File: config.mk
export PLATFORM = sky130hd
export DESIGN_NAME = hazard_ctrl
export DESIGN_NICKNAME = d
export VERILOG_FILES = /design/src/rtl/hazard_pkg.sv /design/src/rtl/forward_sel.sv /design/src/rtl/hazard_ctrl.sv
export SDC_FILE = /design/constraint.sdc
export NUM_CORES = 1
export LEC_CHECK = 0
export BUFFER_PORTS_ARGS = -buffer_cell sky130_fd_sc_hd__clkbuf_2
export CAP_MARGIN = 10
export CORE_MARGIN = 3
export CORE_UTILIZATION = 40
export CTS_CLUSTER_DIAMETER = 40
export CTS_CLUSTER_SIZE = 8
export DETAILED_ROUTE_END_ITERATION = 12
export PLACE_DENSITY = 0.66
export REMOVE_ABC_BUFFERS = 1
export SLEW_MARGIN = 20
export SYNTH_ARGS = -nofsm -noshare
export SYNTH_HDL_FRONTEND = slang
export SYNTH_SLANG_ARGS = --single-unit
File: constraint.sdc
create_clock -name clk -period 2.1 [get_ports clk]
set_clock_uncertainty 0.15 [all_clocks]
set_input_delay 0.21 -clock clk [delete_from_list [all_inputs] [get_ports clk]]
set_output_delay 0.21 -clock clk [all_outputs]
set_load 0.02 [all_outputs]
File: src/rtl/hazard_pkg.sv
// Shared types for the pipeline hazard controller.
package hazard_pkg;

  typedef enum logic [1:0] {
    FWD_RF = 2'b00,
    FWD_W  = 2'b01,
    FWD_M  = 2'b10
  } fwd_sel_t;

  typedef enum logic {
    RUN      = 1'b0,
    MEM_WAIT = 1'b1
  } hz_state_t;

endpackage

File: src/rtl/forward_sel.sv
// Operand bypass select for one Execute-stage source register; M beats W.
module forward_sel
  import hazard_pkg::*;
(
  input  logic [4:0] rs,
  input  logic [4:0] rd_m,
  input  logic [4:0] rd_w,
  input  logic       reg_write_m,
  input  logic       reg_write_w,
  output fwd_sel_t   sel
);

  always_comb begin
    sel = FWD_RF;
    if (reg_write_m && (rd_m != 5'd0) && (rd_m == rs)) begin
      sel = FWD_M;
    end else if (reg_write_w && (rd_w != 5'd0) && (rd_w == rs)) begin
      sel = FWD_W;
    end
  end

endmodule

File: src/rtl/hazard_ctrl.sv
// Pipeline hazard controller: stall/flush/forward selects, memory-wait FSM,
// wait timeout pulse and performance counters.
module hazard_ctrl
  import hazard_pkg::*;
#(
  parameter int unsigned CNT_W       = 32,
  parameter int unsigned MEM_TIMEOUT = 64
) (
  input  logic             clk,
  input  logic             rst,
  input  logic [4:0]       Rs1_D,
  input  logic [4:0]       Rs2_D,
  input  logic [4:0]       Rs1_E,
  input  logic [4:0]       Rs2_E,
  input  logic [4:0]       Rd_E,
  input  logic [4:0]       Rd_M,
  input  logic [4:0]       Rd_W,
  input  logic             MemRead_E,
  input  logic             RegWrite_M,
  input  logic             RegWrite_W,
  input  logic             BranchTaken_E,
  input  logic             MemReq_M,
  input  logic             MemReady,
  output logic             Stall_F,
  output logic             Stall_D,
  output logic             Stall_E,
  output logic             Stall_M,
  output logic             Flush_D,
  output logic             Flush_E,
  output logic             Flush_W,
  output logic [1:0]       ForwardA_E,
  output logic [1:0]       ForwardB_E,
  output logic             MemTimeout,
  output logic [CNT_W-1:0] StallCnt,
  output logic [CNT_W-1:0] FlushCnt
);

  localparam int unsigned WAIT_W = (MEM_TIMEOUT > 2) ? $clog2(MEM_TIMEOUT) : 1;
  localparam logic [WAIT_W-1:0] WAIT_LAST = WAIT_W'(MEM_TIMEOUT - 1);
  localparam logic [WAIT_W-1:0] WAIT_PRE  = WAIT_W'(MEM_TIMEOUT - 2);

  hz_state_t         state;
  logic [WAIT_W-1:0] wait_cnt;
  fwd_sel_t          fwd_a;
  fwd_sel_t          fwd_b;
  logic              lu;
  logic              mw;
  logic              redirect;

  forward_sel u_fwd_a (
    .rs          (Rs1_E),
    .rd_m        (Rd_M),
    .rd_w        (Rd_W),
    .reg_write_m (RegWrite_M),
    .reg_write_w (RegWrite_W),
    .sel         (fwd_a)
  );

  forward_sel u_fwd_b (
    .rs          (Rs2_E),
    .rd_m        (Rd_M),
    .rd_w        (Rd_W),
    .reg_write_m (RegWrite_M),
    .reg_write_w (RegWrite_W),
    .sel         (fwd_b)
  );

  assign ForwardA_E = fwd_a;
  assign ForwardB_E = fwd_b;

  // Load-use check ignores whether the Decode instruction really reads rs1/rs2.
  assign lu = MemRead_E && (Rd_E != 5'd0) && ((Rd_E == Rs1_D) || (Rd_E == Rs2_D));
  assign mw = MemReq_M && !MemReady;
  assign redirect = !rst && !mw && BranchTaken_E;

  // Priority: reset, memory wait, redirect, load-use.
  always_comb begin
    Stall_F = 1'b0;
    Stall_D = 1'b0;
    Stall_E = 1'b0;
    Stall_M = 1'b0;
    Flush_D = 1'b0;
    Flush_E = 1'b0;
    Flush_W = 1'b0;
    if (rst) begin
      Flush_D = 1'b1;
      Flush_E = 1'b1;
      Flush_W = 1'b1;
    end else if (mw) begin
      Stall_F = 1'b1;
      Stall_D = 1'b1;
      Stall_E = 1'b1;
      Stall_M = 1'b1;
      Flush_W = 1'b1;
    end else if (BranchTaken_E) begin
      Flush_D = 1'b1;
      Flush_E = 1'b1;
    end else if (lu) begin
      Stall_F = 1'b1;
      Stall_D = 1'b1;
      Flush_E = 1'b1;
    end
  end

  always_ff @(posedge clk) begin
    if (rst) begin
      state <= RUN;
    end else begin
      case (state)
        RUN:      if (mw) state <= MEM_WAIT;
        MEM_WAIT: if (MemReady) state <= RUN;
        default:  state <= RUN;
      endcase
    end
  end

  // Wait counter saturates at the timeout value so the pulse fires only once.
  always_ff @(posedge clk) begin
    if (rst) begin
      wait_cnt   <= '0;
      MemTimeout <= 1'b0;
    end else if (mw) begin
      if (wait_cnt != WAIT_LAST) wait_cnt <= wait_cnt + WAIT_W'(1);
      MemTimeout <= (wait_cnt == WAIT_PRE);
    end else begin
      wait_cnt   <= '0;
      MemTimeout <= 1'b0;
    end
  end

  always_ff @(posedge clk) begin
    if (rst) begin
      StallCnt <= '0;
      FlushCnt <= '0;
    end else begin
      if (Stall_F)  StallCnt <= StallCnt + CNT_W'(1);
      if (redirect) FlushCnt <= FlushCnt + CNT_W'(1);
    end
  end

endmodule

# [After elaboration in Yosys (flattened, before gate mapping)]
# Index checks and enable logic that the tools add are counted.
[totals] reg_bits=71 in_bits=43 elab_cells=52
[classes] add_sub_neg=3 n_eq_ne=8 muxes=17 bitwise_logic=1 reduce_logical=19
[op_table] op="$add 32x1->32 const B" count=2
[op_table] op="$eq 5x5->1" count=6
[op_table] op="$mux 1" count=15
[op_table] op="$reduce_bool 5->1" count=3
[op_table] op="$logic_and 1x1->1" count=11
[op_table] op="$add 6x1->6 const B" count=1
[op_table] op="$eq 6x6->1 const B" count=1
[op_table] op="$ne 6x6->1 const B" count=1
[op_table] op="$mux 2" count=2
[op_table] op="$logic_not 1->1" count=3
[op_table] op="$reduce_or 2->1" count=1
[op_table] op="$logic_or 1x1->1" count=1
[op_table] op="$not 1->1" count=1

# [Logic depth before layout (Yosys ltp)]
# Gate-level depths: netlist (run 1).
[logic_depth] word_depth=7 mapped_depth=8

# [Cells and area by module]
# From an unflattened synthesis (run 1), not the netlist that was laid out.
[hier_totals] hier_cells=450 hier_area_um2=3712.3
[by_module_without_submodules] mod="hazard_ctrl" instances=1 cells_per_inst=410 area_per_inst_um2=3409.5 seq_area_each_um2=1421.4
[by_module_without_submodules] mod="forward_sel" instances=2 cells_per_inst=20 area_per_inst_um2=151.4 seq_area_each_um2=0.0

# [Worst setup path before layout (run 1)]
# Ideal clock, no wire load.
[synth_timing] kind="register -> register" startpoint="register StallCnt[10]" endpoint="register StallCnt[27]" arrival_ps=1970 slack_ps=-90 stages_incl_launch_ff=7 period_less_slack_ps=2190 path_cell_list="dfxtp_1 > and4_4 > and3_1 > nand3_2 > or3_4 > or4_1 > a21oi_1"
[synth_between] elab_chain_len=1
[synth_rtl] element="start: declaration" line="hazard_ctrl.sv:34" source="output logic [CNT_W-1:0] StallCnt,"
[synth_rtl] element="start signal: assignment" line="hazard_ctrl.sv:136" source="if (Stall_F) StallCnt <= StallCnt + CNT_W'(1);"
[synth_rtl] element="$add 32x1->32" line="hazard_ctrl.sv:136"
# No other way between the ends.
# A chain may end at the register's enable or synchronous reset.

# [Final worst setup path (run 1)]
[layout_timing] startpoint="register StallCnt[1]" endpoint="register StallCnt[14]"
# Same word-level chain as after synthesis.

==> impl_metrics.py, run 1 <==
metrics = {
    "clock_network": {
        "clkTransAtPathRegs_ns": 0.08,
        "clockRootBuffer": "clkbuf_8",
        "cts_buffer_depth": 2,
        "clock-sinks": 71,
        "ctsHtreeMaxLevel": 3,
        "ctsHoldBuffers": 0,
        "clock_latency_ns": 0.34,
        "numCtsBuffers": 9,
        "cts_tree": "done",
    },
    "power_and_ir_drop": {
        "comb_power_share_pct": 8.5,
        "power_switching_uw": 693.0,
        "cellInternalPower_uw": 2009,
        "sw_frac_of_total_pct": 25.65,
        "power_frac_seq_pct": 50.3,
        "p_leak_uw": 0.002101,
        "peakVddDrop_v": 0.0002630,
        "power.density_mw_per_mm2": 534.5,
        "clockPowerShare_pct": 41.1,
    },
    "cells_and_area": {
        "drive_gt1_share_pct": 35.53,
        "mostFrequentLayoutCells": "clkbuf_2, dfxtp_1, xor2_1",
        "layout_commonest_cell": "clkbuf_2",
        "area_growth_pct": 34.98,
        "antenna_cells": 0,
        "final_core_util_pct": 56.85,
        "fillCellCount": 845,
        "nNetsFinal": 650,
    },
    "critical_path": {
        "required_ns": 2.23,
        "crit_path_start_kind": "register",
        "crit_path_end_kind": "register",
        "critPathArrivalTime_ns": 2.25,
        "crit_fanout": 20,
        "critPathKind": "register to register",
    },
    "floorplan": {
        "num_rows": 34,
        "io_pins": 119,
        "fp.dieArea_mm2": 0.01056,
        "die_y_um": 102.8,
        "core_area_mm2": 0.008891,
        "die_w_um": 102.8,
        "start_util_pct": 42.12,
    },
    "timing": {
        "finalCritPeriodShare_pct": 100.6,
        "worst_slew_pin_slew_ns": 0.5031,
        "drv_slew": 0,
        "rsz0062_at_grt": "true",
        "max_freq_mhz": 473.2,
        "postLayoutSetupSlackWorst_ns": -0.01328,
        "hold_violations": 0,
        "period_needed_ns": 2.113,
        "relSlewSlack_pct": 66.34,
        "hold_slack_ns": 0.1357,
        "setup_viol": 4,
    },
    "grt": {
        "grt_start_max_net_pins": 41,
        "grt-ovfl-total": 0,
        "track_usage_pct": 18.66,
        "grt_pass1_wl_um": 15930,
        "first_global_vias": 3571,
        "antenna_found_initial": 0,
    },
    "synth": {
        "synth-xor-area-share_pct": 14.73,
        "synth-compound-area-share_pct": 11.76,
        "synthSimpleGateAreaFrac_pct": 29.80,
        "synth_cells": 441,
        "syn_area_mm2": 0.003745,
        "synthAdderAreaFrac_pct": 1.336,
        "synth_edf_count": 0,
        "seq_area_frac_synth_pct": 37.96,
        "muxShareOfSynthArea_pct": 0.5680,
        "synth_ff_type": "dfxtp_1",
        "syn_area_per_cell_um2": 8.492,
        "synth-seq-cells": 71,
        "ys_warn_count": 0,
        "synth.distinct_cells": 48,
        "synth_async_sr_flop_share_pct": 0,
        "synth_top_family_by_area": "simple AND/OR/NAND/NOR gates",
    },
    "flow_run": {
        "max_cap_violations": 0,
    },
    "status": {
        "status": "finished with violations",
        "violations": "setup timing",
    },
    "drt": {
        "avgRoutedWirePerCell_um": 14.14,
        "drtIter0Drc": 159,
        "drt_pass1_iterations": 4,
        "avgViaCountPerCell": 5.335,
        "via_count": 3820,
        "drc": 0,
        "ant_nets": 0,
        "drt-total-wl_um": 10130,
    },
    "placement": {
        "gp_congestion": 0.8525,
        "hpwlAfterDp_um": 7521,
        "io_buffer_count": 118,
    },
    "hold_path": {
        "hold_class": "primary input to register",
    },
}
==> synthesized netlist by cell type (2+ instances only) <==
| cell | n | area, um2 |
|---|---|---|
| buf_2 | 3 | 15.01 |
| inv_1 | 13 | 48.80 |
| and4_1 | 3 | 26.28 |
| or3_1 | 20 | 125.1 |
| nand2b_1 | 4 | 25.02 |
| and2_2 | 2 | 15.01 |
| ha_1 | 4 | 50.05 |
| or4b_1 | 2 | 20.02 |
| o21ai_0 | 22 | 110.1 |
| clkbuf_1 | 10 | 37.54 |
| nor3_1 | 4 | 20.02 |
| or2_2 | 3 | 18.77 |
| dfxtp_1 | 71 | 1421 |
| xnor2_1 | 15 | 131.4 |
| a211oi_1 | 2 | 15.01 |
| nand2_1 | 22 | 82.58 |
| or4_1 | 15 | 112.6 |
| a21oi_1 | 32 | 160.2 |
| nor3_2 | 3 | 30.03 |
| a31oi_1 | 2 | 12.51 |
| nand4_1 | 18 | 112.6 |
| and3_1 | 7 | 43.79 |
| o22a_1 | 2 | 17.52 |
| nor4_2 | 3 | 37.54 |
| nor2b_1 | 3 | 18.77 |
| nand3_1 | 28 | 140.1 |
| nor4_1 | 4 | 25.02 |
| buf_4 | 4 | 30.03 |
| xor2_1 | 48 | 420.4 |
| nor2_1 | 45 | 168.9 |
| o31ai_1 | 10 | 75.07 |
==> what timing repair did <==
action                     in CTS  in global routing
setup endpoints to repair      12                 17
pin swaps                       2                 10
setup buffers                   1                  3
resized for setup               3                 11
gates cloned                    0                  1
==> area by class of cell <==
type                    instances  area (um2)  area share, %
clock inverters                 6       70.07          1.386
inverters                      13       48.80         0.9653
flip-flops and latches         71        1426          28.22
multi-input cells             339        2218          43.89
well taps                     108       135.1          2.673
clock buffers                  10       127.6          2.525
repair buffers                169        1028          20.35
==> worst paths after layout <==
path	startpoint	end	slack (ns)	depth (start not counted)
setup / recovery	StallCnt[1]	StallCnt[14]	-0.01	7
hold / removal	BranchTaken_E	FlushCnt[1]	0.14	4
setup reg to reg	StallCnt[1]	StallCnt[14]	-0.01	7
hold reg to reg	wait_cnt[5]	MemTimeout	0.34	2
==> power groups by stage <==
stage | clock, uW | combinational, uW | sequential, uW
global placement | 0 | 225 | 1390
finish | 1110 | 230 | 1360
detailed placement | 0 | 230 | 1390
floorplan | 0 | 89.9 | 1400
global route | 1200 | 253 | 1360
CTS | 1130 | 232 | 1360
==> logic make-up (layout without fill, tap and decap cells) <==
family | after synthesis | after routing
compound gates | 76 | 76
xor+xnor | 63 | 63
fa+ha+maj | 4 | 4
buf+inv | 31 | 198
flops | 71 | 71
mux | 2 | 2
simple gates | 194 | 194
==> sequential cells by signal (all words and copies together) (netlist names) <==
| name | cells |
|---|---|
| FlushCnt | 32 |
| MemTimeout | 1 |
| StallCnt | 32 |
| wait_cnt | 6 |
==> worst max-delay path: stages, from the launching register on <==
cell	delay, ns
dfxtp_2	0.34
ha_2	0.17
nand2_1	0.06
or3_1	0.30
o22a_1	0.22
buf_12	0.16
or4_1	0.50
a21oi_1	0.14
==> per-stage QoR <==
| stage | std cells | worst slack (ns) | total power, uW | area (um2) | setup TNS (ns) |
|---|---|---|---|---|---|
| finish | 716 | -0.01328 | 2702 | 5055 | -0.03237 |
| global route | 716 | -0.1242 | 2813 | 5055 | -1.101 |
| CTS | 712 | -0.01414 | 2727 | 4966 | -0.04251 |
| detailed placement | 695 | -0.04441 | 1622 | 4758 | -0.2088 |
| global placement | 695 | 0.008886 | 1616 | 4758 | 0 |
| floorplan | 423 | -0.3793 | 1490 | 3650 | -2.996 |
==> routing by layer <==
layer	global-route usage [%]	wire length (um)	vias up
met1	22.27	4376	1807
li1	-	-	1903
met5	0	0	-
met2	33.71	5092	98
met3	2.909	520	12
met4	6.873	136	0
Power figures use the tool's default switching activity.
==> run 2: changes to the inputs <==
==> constraint.sdc (replaced) <==
create_clock -name clk -period 2.1 [get_ports clk]
set_clock_uncertainty 0.15 [all_clocks]
set_input_delay 0.42 -clock clk [delete_from_list [all_inputs] [get_ports clk]]
set_output_delay 0.42 -clock clk [all_outputs]
set_load 0.02 [all_outputs]
==> run 2 against run 1 <==
The flow still finishes with violations (setup timing). Combinational power up 48%. First-iteration DRC count increased by 37%. Via count is 4.3% higher. Clock-buffer cell count unchanged. Hold slack better by 0.096 ns. Setup slack got worse by 0.19 ns. Core utilization is 8.2 points higher. Global-route usage increased by 1.7 points. Die area is the same. Total power is 0.48% higher. Sequential share of layout area is 3.4 points lower.
==> impl_metrics.py, run 2 (synthesis results as in run 1) <==
metrics = {
    "drt": {
        "avgViaCountPerCell": 5.319,
        "drt_pass1_iterations": 4,
        "ant_nets": 0,
        "drc": 0,
        "via_count": 3984,
        "drtIter0Drc": 218,
        "drt-total-wl_um": 11140,
        "avgRoutedWirePerCell_um": 14.87,
    },
    "placement": {
        "dp.cells": 711,
        "io_buffer_count": 118,
        "gp_congestion": 0.8301,
        "hpwlAfterDp_um": 7611,
    },
    "cells_and_area": {
        "drive_gt1_share_pct": 47.11,
        "mostFrequentLayoutCells": "clkbuf_2, buf_4, dfxtp_1",
        "finalNonFillerCells": 749,
        "fillCellCount": 730,
        "multiInputGateArea_mm2": 0.002530,
        "area_growth_pct": 54.53,
        "reg.largest.list": "FlushCnt: 32 flops, StallCnt: 32 flops, wait_cnt: 6 flops",
        "layout_commonest_cell": "clkbuf_2",
        "seqCellArea_mm2": 0.001439,
        "antenna_cells": 0,
        "nNetsFinal": 683,
    },
    "clock_network": {
        "clockRootBuffer": "clkbuf_8",
        "numCtsBuffers": 9,
        "cts_tree": "done",
        "clock-sinks": 71,
        "clkTransAtPathRegs_ns": 0.08,
        "clock_latency_ns": 0.34,
        "ctsHtreeMaxLevel": 3,
        "cts_buffer_depth": 2,
    },
    "critical_path": {
        "crit_path_start_kind": "primary input",
        "regToRegSetupSlack_ns": -0.05,
        "r2r-end": "StallCnt[17]",
        "crit_fanout": 3,
        "crit_start": "Rd_W[0]",
        "required_ns": 1.53,
        "crit_path_end_kind": "output pin",
        "critPathArrivalTime_ns": 1.73,
        "critPathKind": "primary input to output pin",
        "r2r-start": "StallCnt[0]",
        "reg2reg_depth": 7,
        "crit_path_end": "ForwardA_E[0]",
    },
    "grt": {
        "grt-ovfl-total": 0,
        "track_usage_pct": 20.39,
        "grt_pass1_wl_um": 17300,
        "antenna_found_initial": 0,
        "grt_start_max_net_pins": 35,
        "first_global_vias": 3727,
    },
    "hold_path": {
        "hold_class": "primary input to register",
    },
    "power_and_ir_drop": {
        "peakVddDrop_v": 0.0003303,
        "cellInternalPower_uw": 1980,
        "power.density_mw_per_mm2": 469.2,
        "comb_power_share_pct": 12.5,
        "power_switching_uw": 735.1,
        "clockPowerShare_pct": 37.3,
        "finalPower_uw": 2715,
        "power_frac_seq_pct": 50.1,
        "p_leak_uw": 0.002400,
        "sw_frac_of_total_pct": 27.08,
    },
    "floorplan": {
        "start_util_pct": 42.12,
        "fp.dieArea_mm2": 0.01056,
        "die_y_um": 102.8,
        "io_pins": 119,
        "die_w_um": 102.8,
        "core_area_mm2": 0.008891,
        "num_rows": 34,
    },
    "timing": {
        "postLayoutSetupSlackWorst_ns": -0.2050,
        "relSlewSlack_pct": 69.64,
        "finalCritPeriodShare_pct": 109.8,
        "rsz0062_at_grt": "true",
        "drv_slew": 0,
        "setup_viol": 12,
        "hold_violations": 0,
        "max_freq_mhz": 433.8,
        "worst_slew_pin_slew_ns": 0.4554,
        "period_needed_ns": 2.305,
    },
    "flow_run": {
        "max_cap_violations": 0,
    },
    "status": {
        "violations": "setup timing",
        "status": "finished with violations",
    },
}
==> run 2: changes by cell type in the layout (fill, tap and decap cells not counted), sizes merged <==
cell,delta
clkbuf,-10
clkinv,+3
clkinvlp,-2
buf,+43
bufinv,-1
==> run 2: worst max-delay path, cell delays in order <==
cell,delay (ns)
clkbuf_8,0.11
or4_4,0.11
o21ai_2,0.05
or4_4,0.54
nor4_4,0.31
buf_4,0.19
==> run 2: worst min-delay path by stage <==
stage	cells after the start	slack, ns	from	endpoint
floorplan	2	0.30	wait_cnt[5]	MemTimeout
global placement	2	0.32	FlushCnt[1]	FlushCnt[1]
detailed placement	2	0.33	wait_cnt[5]	MemTimeout
CTS	3	0.21	rst	FlushCnt[1]
global route	3	0.22	rst	FlushCnt[1]
finish	3	0.23	rst	FlushCnt[1]
==> run 2: layout make-up <==
type | instances | area share [%]
flip-flops and latches | 71 | 24.86
clock buffers | 10 | 2.378
clock inverters | 6 | 0.7568
inverters | 13 | 0.8432
multi-input cells | 339 | 43.72
well taps | 108 | 2.335
repair buffers | 202 | 25.10
==> run 2: power groups by stage <==
stage                     registers (uW)  logic (uW)  clock network [uW]
after floorplan                     1400        89.9                   0
after global placement              1390         245                   0
after detailed placement            1390         250                   0
after CTS                           1360         293                1040
after global routing                1360         367                1110
final                               1360         340                1010
==> run 2: routing by layer <==
layer	share of wire (%)	vias up	global-route usage [%]
met5	0	-	0
met4	1.4	0	6.673
met3	5.8	10	4.195
met2	50	122	35.15
met1	42	1888	25.49
li1	-	1964	-
==> run 2: timing repair <==
action | in CTS | in global routing
gates cloned | 1 | 2
hold buffers | 0 | 0
endpoints found under the setup margin | 20 | 37
buffers inserted | 7 | 13
resized for setup | 43 | 79
pin swaps | 34 | 48
endpoints found under the hold margin | 0 | 0
==> run 2: metrics by stage <==
step / TNS, ns / worst slack, ns / utilization (%) / cell area, um2 / hold WS, ns
floorplan: -4.579 / -0.5070 / - / 3650 / 0.2994
global placement: -5.494 / -0.2952 / 55.01 / 4891 / 0.3203
detailed placement: -7.391 / -0.4278 / 55.01 / 4891 / 0.3283
CTS: -1.016 / -0.2052 / 60.23 / 5355 / 0.2119
global route: -2.248 / -0.2454 / 65.09 / 5787 / 0.2224
finish: -0.9859 / -0.2050 / 65.09 / 5787 / 0.2315
